### src/rtl/fetch_pkg.sv
// Shared definitions for the instruction-fetch sequencer: FSM state
// encoding, the bubble instruction and the default datapath widths.
package fetch_pkg;

  localparam int          FETCH_PC_W   = 16;
  localparam int          FETCH_INSN_W = 16;
  localparam logic [15:0] FETCH_NOP    = 16'h0800;

  typedef enum logic [1:0] {
    IDLE  = 2'd0,
    REQ   = 2'd1,
    HOLD  = 2'd2,
    DRAIN = 2'd3
  } fetch_state_t;

endpackage

### src/rtl/fetch_skid.sv
// One-entry skid buffer holding a fetched word (pc + insn) that arrived
// while decode was stalled with the IF/ID slot already occupied.
module fetch_skid
  import fetch_pkg::*;
#(
  parameter int PC_W   = FETCH_PC_W,
  parameter int INSN_W = FETCH_INSN_W
) (
  input  logic              i_clk,
  input  logic              i_rst,
  input  logic              i_load,
  input  logic              i_drain,
  input  logic              i_flush,
  input  logic [PC_W-1:0]   i_pc,
  input  logic [INSN_W-1:0] i_insn,
  output logic              o_valid,
  output logic [PC_W-1:0]   o_pc,
  output logic [INSN_W-1:0] o_insn
);

  logic              r_valid;
  logic [PC_W-1:0]   r_pc;
  logic [INSN_W-1:0] r_insn;

  // Flush (reset or redirect) wins over load; drain empties after hand-off.
  always_ff @(posedge i_clk) begin
    if (i_rst || i_flush) begin
      r_valid <= 1'b0;
      r_pc    <= '0;
      r_insn  <= '0;
    end else if (i_load) begin
      r_valid <= 1'b1;
      r_pc    <= i_pc;
      r_insn  <= i_insn;
    end else if (i_drain) begin
      r_valid <= 1'b0;
    end
  end

  assign o_valid = r_valid;
  assign o_pc    = r_pc;
  assign o_insn  = r_insn;

endmodule

### src/rtl/fetch_sequencer.sv
// Instruction-fetch controller: owns the fetch PC, runs the req/ack
// handshake to instruction memory, applies redirects and feeds the IF/ID
// slot. A one-entry skid buffer absorbs a word that lands during a stall.
module fetch_sequencer
  import fetch_pkg::*;
#(
  parameter int                PC_W     = FETCH_PC_W,
  parameter int                INSN_W   = FETCH_INSN_W,
  parameter logic [PC_W-1:0]   RESET_PC = '0,
  parameter logic [INSN_W-1:0] NOP      = INSN_W'(FETCH_NOP)
) (
  input  logic              i_clk,
  input  logic              i_rst,
  output logic              o_imem_req,
  output logic [PC_W-1:0]   o_imem_addr,
  input  logic              i_imem_ack,
  input  logic [INSN_W-1:0] i_imem_rdata,
  input  logic              i_stall,
  input  logic              i_redirect_valid,
  input  logic [PC_W-1:0]   i_redirect_pc,
  output logic              o_if_valid,
  output logic [PC_W-1:0]   o_if_pc,
  output logic [INSN_W-1:0] o_if_insn
);

  fetch_state_t      r_state;
  logic              r_req;
  logic [PC_W-1:0]   r_pc;
  logic [PC_W-1:0]   r_imem_addr;
  logic              r_if_valid;
  logic [PC_W-1:0]   r_if_pc;
  logic [INSN_W-1:0] r_if_insn;

  logic              w_consume;
  logic [PC_W-1:0]   w_addr_inc;
  logic              w_skid_load;
  logic              w_skid_drain;
  logic              w_skid_valid;
  logic [PC_W-1:0]   w_skid_pc;
  logic [INSN_W-1:0] w_skid_insn;

  // Decode takes the slot on any edge where it is live and not stalled.
  assign w_consume  = r_if_valid & ~i_stall;
  assign w_addr_inc = r_imem_addr + 1'b1;

  // The skid captures an acked word only when the slot is full and held.
  assign w_skid_load  = ~i_rst & ~i_redirect_valid & (r_state == REQ) &
                        i_imem_ack & r_if_valid & i_stall;
  assign w_skid_drain = ~i_rst & ~i_redirect_valid & (r_state == HOLD) & w_consume;

  fetch_skid #(
    .PC_W   (PC_W),
    .INSN_W (INSN_W)
  ) u_skid (
    .i_clk   (i_clk),
    .i_rst   (i_rst),
    .i_load  (w_skid_load),
    .i_drain (w_skid_drain),
    .i_flush (i_redirect_valid),
    .i_pc    (r_imem_addr),
    .i_insn  (i_imem_rdata),
    .o_valid (w_skid_valid),
    .o_pc    (w_skid_pc),
    .o_insn  (w_skid_insn)
  );

  // Fetch FSM, PC and IF/ID slot; redirect outranks ack and stall.
  always_ff @(posedge i_clk) begin
    if (i_rst) begin
      r_state     <= IDLE;
      r_req       <= 1'b0;
      r_pc        <= RESET_PC;
      r_imem_addr <= RESET_PC;
      r_if_valid  <= 1'b0;
      r_if_pc     <= '0;
      r_if_insn   <= NOP;
    end else if (i_redirect_valid) begin
      r_if_valid <= 1'b0;
      r_if_insn  <= NOP;
      r_pc       <= i_redirect_pc;
      r_req      <= 1'b1;
      if (r_req && !i_imem_ack) begin
        r_state <= DRAIN;
      end else begin
        r_imem_addr <= i_redirect_pc;
        r_state     <= REQ;
      end
    end else begin
      if (w_consume) begin
        r_if_valid <= 1'b0;
        r_if_insn  <= NOP;
      end
      case (r_state)
        IDLE: begin
          r_state     <= REQ;
          r_req       <= 1'b1;
          r_imem_addr <= r_pc;
        end
        REQ: begin
          if (i_imem_ack) begin
            r_pc <= w_addr_inc;
            if (!r_if_valid || !i_stall) begin
              r_if_valid  <= 1'b1;
              r_if_pc     <= r_imem_addr;
              r_if_insn   <= i_imem_rdata;
              r_imem_addr <= w_addr_inc;
            end else begin
              r_state <= HOLD;
              r_req   <= 1'b0;
            end
          end
        end
        HOLD: begin
          if (w_consume && w_skid_valid) begin
            r_if_valid  <= 1'b1;
            r_if_pc     <= w_skid_pc;
            r_if_insn   <= w_skid_insn;
            r_imem_addr <= r_pc;
            r_state     <= REQ;
            r_req       <= 1'b1;
          end
        end
        DRAIN: begin
          if (i_imem_ack) begin
            r_imem_addr <= r_pc;
            r_state     <= REQ;
          end
        end
        default: begin
          r_state <= IDLE;
          r_req   <= 1'b0;
        end
      endcase
    end
  end

  assign o_imem_req  = r_req;
  assign o_imem_addr = r_imem_addr;
  assign o_if_valid  = r_if_valid;
  assign o_if_pc     = r_if_pc;
  assign o_if_insn   = r_if_insn;

endmodule
### config.mk
export PLATFORM = sky130hd
export DESIGN_NAME = fetch_sequencer
export DESIGN_NICKNAME = d
export VERILOG_FILES = /design/src/rtl/fetch_pkg.sv /design/src/rtl/fetch_skid.sv /design/src/rtl/fetch_sequencer.sv
export SDC_FILE = /design/constraint.sdc
export NUM_CORES = 1
export LEC_CHECK = 0
export BUFFER_PORTS_ARGS = -buffer_cell sky130_fd_sc_hd__buf_2
export CAP_MARGIN = 25
export CORE_MARGIN = 2
export CORE_UTILIZATION = 35
export CTS_BUF_LIST = sky130_fd_sc_hd__clkbuf_8
export CTS_CLUSTER_SIZE = 24
export DETAILED_ROUTE_END_ITERATION = 12
export GPL_ROUTABILITY_DRIVEN = 0
export GPL_TIMING_DRIVEN = 1
export HOLD_SLACK_MARGIN = 0.03
export PLACE_DENSITY = 0.51
export SLEW_MARGIN = 20
export SYNTH_ARGS = -nofsm -noshare
export SYNTH_HDL_FRONTEND = slang
export SYNTH_HIERARCHICAL = 1
export SYNTH_SLANG_ARGS = --single-unit
### constraint.sdc
create_clock -name i_clk -period 3.2 [get_ports i_clk]
set_clock_uncertainty 0.05 [all_clocks]
set_input_delay 0.96 -clock i_clk [delete_from_list [all_inputs] [get_ports i_clk]]
set_output_delay 0.96 -clock i_clk [all_outputs]
set_load 0.005 [all_outputs]
* Word-level counts from Yosys, hierarchy flattened *
Cells that the tools add are included.

storage, ports and cells
  input bits = 37
  output and inout bits = 50
  register bits = 101
  logic and storage cells = 91

cells by class
  muxes and demuxes = 38
  reductions and logical operators = 19
  $add $sub $neg = 1
  equal/unequal tests = 12
  bitwise logic cells = 11

operators with widths
  kind                                                                     number
  16-bit 2-to-1 mux                                                        16
  16-bit one-hot mux with 2 select lines                                   2
  16-bit one-hot mux with 4 select lines                                   1
  16-bit by 1-bit adder with 16-bit output, second input constant          1
  2-bit 2-to-1 mux                                                         6
  1-bit 2-to-1 mux                                                         10
  5-bit AND reduction                                                      2
  3-bit inequality test, second input constant                             3
  1-bit bitwise AND                                                        8
  2-bit one-hot mux with 4 select lines                                    1
  4-bit AND reduction                                                      2
  2-bit nonzero test                                                       4
  3-bit by 2-bit inequality test with 1-bit output, second input constant  2
  2-bit == test, second input constant                                     2
  2-bit by 1-bit inequality test with 1-bit output, second input constant  2
  2-bit inequality test, second input constant                             2
  4-bit nonzero test                                                       1
  1-bit zero test                                                          3
  1-bit inverter                                                           3
  1-bit one-hot mux with 3 select lines                                    1
  2-bit by 1-bit == test with 1-bit output, second input constant          1
  1-bit logical AND                                                        2
  2-bit zero test                                                          1
  1-bit logical OR                                                         2
  3 further kinds                                                          3

* Depth between registers and ports, before layout *
  word-level depth = 7
  mapped depth = 10

* Cells and area by module *
Netlist, hierarchy kept.

modules (own cells, without submodules)
  module           sequential area each (µm²)  times used  area an instance (µm²)  cells an instance
  fetch_sequencer  1361.3                      1           4051.4                  449
  fetch_skid       660.6                       1           1222.4                  109

* Worst setup path after synthesis *
No wires, ideal clock.

  path type = input to register
  start point = in i_redirect_valid
  end point = reg u_skid.r_pc[3], in the netlist u_skid/o_pc[3]
  cell stages on the path = 9
  setup time = 0.115 ns
  path slack = 0.878 ns
  required time = 3.035 ns
  buffers on the path = 4
  arrival = 2.157 ns
  cells stage by stage = buf_6 -> buf_2 -> nor2_1 -> nand2_1 -> nor2_1 -> buf_4 -> buf_6 -> mux2i_1 -> nor2_1

on the way
  longest elaborated chain between the ends = 6
  elaborated cells between the ends (all ways) = 7
  classes of those cells = bitwise (6); reduce/logical (1)

ends and longest elaborated chain
  what                            RTL line               RTL
  start, declared                 fetch_sequencer.sv:19  input logic i_redirect_valid,
  1-bit inverter (no line)        n/a
  1-bit bitwise AND (3 in a row)  fetch_sequencer.sv:47  assign w_skid_load = ~i_rst & ~i_redirect_valid & (r_state == REQ) &
  1-bit bitwise AND (2 in a row)  fetch_sequencer.sv:48  i_imem_ack & r_if_valid & i_stall;
  net w_skid_load                 fetch_sequencer.sv:36  logic w_skid_load;
  end signal, assigned            fetch_skid.sv:33       r_pc <= i_pc;
  end, declared                   fetch_skid.sv:22       logic [PC_W-1:0] r_pc;

The timed path passes the listed nets, and every way through them passes these cells.
A chain may end at the register's enable or synchronous reset.

* Worst setup path in the final report *
  start point = reg r_state[1]
  end point = reg r_imem_addr[6], in the netlist o_imem_addr[6]

on the way
  longest elaborated chain between the ends = 3
  elaborated cells between the ends (all ways) = 11
  classes of those cells = eq/ne (7); mux (2); reduce/logical (2)

ends and longest elaborated chain
  what                                                                                      RTL line                RTL
  start, declared                                                                           fetch_sequencer.sv:26   fetch_state_t r_state;
  start signal, assigned                                                                    fetch_sequencer.sv:70   r_state <= IDLE;
  start signal, assigned                                                                    fetch_sequencer.sv:83   r_state <= DRAIN;
  start signal, assigned                                                                    fetch_sequencer.sv:86   r_state <= REQ;
  2-bit by 1-bit == test with 1-bit output, or another cell as far along                    fetch_sequencer.sv:93   case (r_state)
  3-bit by 2-bit inequality test with 1-bit output (no line), or another cell as far along  n/a
  5-bit AND reduction (no line) / 16-bit 2-to-1 mux (equally long branches)                 n/a
  end signal, assigned                                                                      fetch_sequencer.sv:85   r_imem_addr <= i_redirect_pc;
  end signal, assigned                                                                      fetch_sequencer.sv:97   r_imem_addr <= r_pc;
  end signal, assigned                                                                      fetch_sequencer.sv:106  r_imem_addr <= w_addr_inc;
  end, declared                                                                             fetch_sequencer.sv:29   logic [PC_W-1:0] r_imem_addr;

Several ways; a longest one is shown, not always the timed one.

==> impl_results.md <==
- Detailed-route via count: ~4500
- Post-CTS Resized: 0
- Setup TNS Final: 0 ns
- Pin count of the biggest net entering global routing: 34
- Tightest Pin Transition: 0.660 ns
- Drt via density: 5.48
- Share of layout cells above drive strength 1: between 20% and 30%
- Crit path max-delay family: simple AND/OR/NAND/NOR gates
- Worst Path Buf+Inv: 2
- Status: finished, final reports clean
- Minimum clock period: 2.53 ns
- #FFs+latches synth: 101
- Setup Fix Bufs, Post-CTS: 0
- Crit-path max FO: 12
- Core Region: around 15000 um2
- Critical Path AT: approximately 2.8 ns
- Antenna-violating nets left: 0
- Number of flops mapped to enable cells by yosys: 0
- R2R depth: 7
- Commonest non-fill, non-tap cell in the layout: dfxtp_1
- Synth area leader: dfxtp_1
- Num CTS Buffers: 9
- Fill count: 1488
- Slew margin rel.: a little under three fifths
- Area growth, synth to finish: 12.7%
- H-tree depth: 3
- Slew Viols, Final: 0
- Final Power: 3.10 mW
- Die area: 16100 um2
- CTS max path bufs: 2
- Syn. warnings: 6
- DRT Pass-1 Iters: 5
- Mapped Cells: 558
- Nets: 668
- Die width: approximately 130 um
- Crit path to: o_imem_addr[6]$_SDFFE_PP0P_
- Startpoint Class: flop
- Post-synthesis sequential area ratio: 38.3%
- CP Launch Point: r_state[1]$_SDFFE_PP0P_
- Reg2Reg Setup Slack: 0.67 ns
- # IOs: 87
- First-pass GRT wire length: 23400 um
- RSZ-0062 raised after global routing: no
- Port buffer count: 86
- Yosys top cell area share: 38.3%
- Final Setup Violations: 0
- Post-synth ARST share: 0%
- Rows: 44
- Fin crit share: 79.1%
- Area of the mapped netlist: between 5000 and 6000 um2
- CP max stage delay: 0.51 ns
- Area contributors post-synth: dfxtp_1, mux2i_1, nor2_1
- Critical path capture point type: flop
- Total power divided by cell area: 521 nW/um2
- Clock Tree Root: clkbuf_8
- Post-CTS Hold Fix Bufs: 0
- WP data required: 3.44 ns
- Max rail drop VDD: 0.227 mV
- Netlist cell types: 74
- Cell-by-cell listing of the critical path: inv_1 -> ha_1 -> buf_4 -> nor3_1 -> or3_1 -> nand2_1 -> o41ai_1
- Lkg Pwr: 2.20 nW
- Mapped Avg Cell Area: 9.45 um2
- N_diodes: 0
- CTS clk-pin slew, worst paths: around 0.1 ns
- Ys flop type: dfxtp_1
- CP Depth: 7
- Die Y: approximately 130 um
- Routed len/inst: 18.1 um
- Max cap viols: 0
- Syn Nets: 600
- Reg2Reg Capture Point: o_imem_addr[6]$_SDFFE_PP0P_
- Total track usage: between 15 and 20%
- DRC viols: 0
- Antenna violations before repair: 0
- Sink Count: 101
- Fmax: between 300 and 400 MHz
- Worst hold path type: flop to flop
- CTS tree: done
- Initial drt markers: just over 300
- WL final: about 15000 um
- GR Overflow Total: 0
- Reg2reg start: r_state[1]$_SDFFE_PP0P_
- Final Hold Fails: 0
- Initial Utilization: between 30% and 40%
- CP max-delay cell: or3_1
- Clk_lat worst skew: 0.40 ns
- WS Path Type: flop to flop
- Commonest cells after routing, fill and taps aside: dfxtp_1, buf_2, nor2_1, mux2i_1, a21oi_1
- Number of global-route vias before repair: between 4000 and 5000
- Detailed Place HPWL: 10500 um
Yosys cell counts, types with 8 or more instances:
| cell | n |
|---|---|
| nand3_1 | 24 |
| clkbuf_1 | 10 |
| nand2_1 | 24 |
| o21ai_0 | 14 |
| inv_1 | 8 |
| a211oi_1 | 8 |
| a21oi_1 | 38 |
| a31oi_1 | 8 |
| a211oi_2 | 14 |
| a22oi_1 | 22 |
| dfxtp_1 | 101 |
| buf_2 | 17 |
| mux2i_1 | 49 |
| buf_6 | 10 |
| nor2_1 | 71 |
worst register-to-register path, stage by stage (launching register included):
cell and delay (ns):
dfxtp_1 0.37, inv_1 0.09, ha_1 0.33, buf_4 0.25, nor3_1 0.22, or3_1 0.51, nand2_1 0.23, o41ai_1 0.37
stage by stage:
stage | area (um2) | utilization [%] | setup WS, ns | hold WS, ns | cells
2_1_floorplan | 5270 | - | 0.878 | 0.398 | 558
3_3_place_gp | 5730 | 39.1 | 0.522 | 0.397 | 799
3_5_place_dp | 5730 | 39.1 | 0.389 | 0.405 | 799
4_1_cts | 5940 | 40.6 | 0.684 | 0.420 | 815
5_1_grt | 5940 | 40.6 | 0.466 | 0.453 | 815
6_report | 5940 | 40.6 | 0.668 | 0.423 | 815
logic make-up (layout without fill, tap and decap cells):
kind of cell | count (synthesis) | in the layout | share of synthesized area (%)
compound gates | 162 | 162 | 23.5
mux | 51 | 51 | 9.73
flops | 101 | 101 | 38.3
fa+ha+maj | 5 | 5 | 1.19
simple gates | 172 | 172 | 18.0
buf+inv | 57 | 130 | 7.62
xor+xnor | 10 | 10 | 1.66
where the power goes:
group | total (mW) | internal [mW] | leakage [nW] | switching [mW]
Clock | 0.898 | 0.381 | 0.105 | 0.517
Combinational | 0.728 | 0.301 | 1.27 | 0.427
Sequential | 1.47 | 1.35 | 0.823 | 0.125
flip-flops by register name, indices dropped and copies added (netlist names):
signal,flops
o_if_insn,16
o_if_pc,16
o_imem_addr,16
r_pc,16
u_skid/o_insn,16
u_skid/o_pc,16
r_state,2
o_if_valid,1
o_imem_req,1
u_skid/o_valid,1
cell type report:
class | count | area [um2] | share of cell area [%]
Tap cell | 184 | 230 | 3.87
Sequential cell | 101 | 2020 | 34.0
Timing Repair Buffer | 106 | 593 | 9.98
Clock inverter | 7 | 86.3 | 1.45
Multi-Input combinational cell | 400 | 2860 | 48.1
Clock buffer | 9 | 124 | 2.08
Inverter | 8 | 30.0 | 0.505
layer usage:
layer | wire, um | global-route usage [%] | part of all wire (%) | vias to the layer above
met4 | 202 | 4.78 | 1.4 | 0
met1 | 7140 | 24.7 | 48 | 2153
li1 | - | - | - | 2198
met3 | 713 | 5.23 | 4.8 | 13
met5 | 0 | 0 | 0 | -
met2 | 6690 | 29.3 | 45 | 106
worst min-delay path by stage:
stage	slack [ns]	to	cells after the start	startpoint
6_report	0.42	o_if_insn[12]$_SDFF_PP0_	2	o_if_insn[12]$_SDFF_PP0_
4_1_cts	0.42	o_if_insn[12]$_SDFF_PP0_	2	o_if_insn[12]$_SDFF_PP0_
3_3_place_gp	0.40	o_if_insn[15]$_SDFF_PP0_	2	o_if_insn[15]$_SDFF_PP0_
5_1_grt	0.45	o_if_insn[15]$_SDFF_PP0_	2	o_if_insn[15]$_SDFF_PP0_
3_5_place_dp	0.40	o_if_insn[12]$_SDFF_PP0_	2	o_if_insn[12]$_SDFF_PP0_
2_1_floorplan	0.40	r_pc[11]$_SDFFE_PP0P_	2	r_pc[11]$_SDFFE_PP0P_
Power figures use the tool's default switching activity.
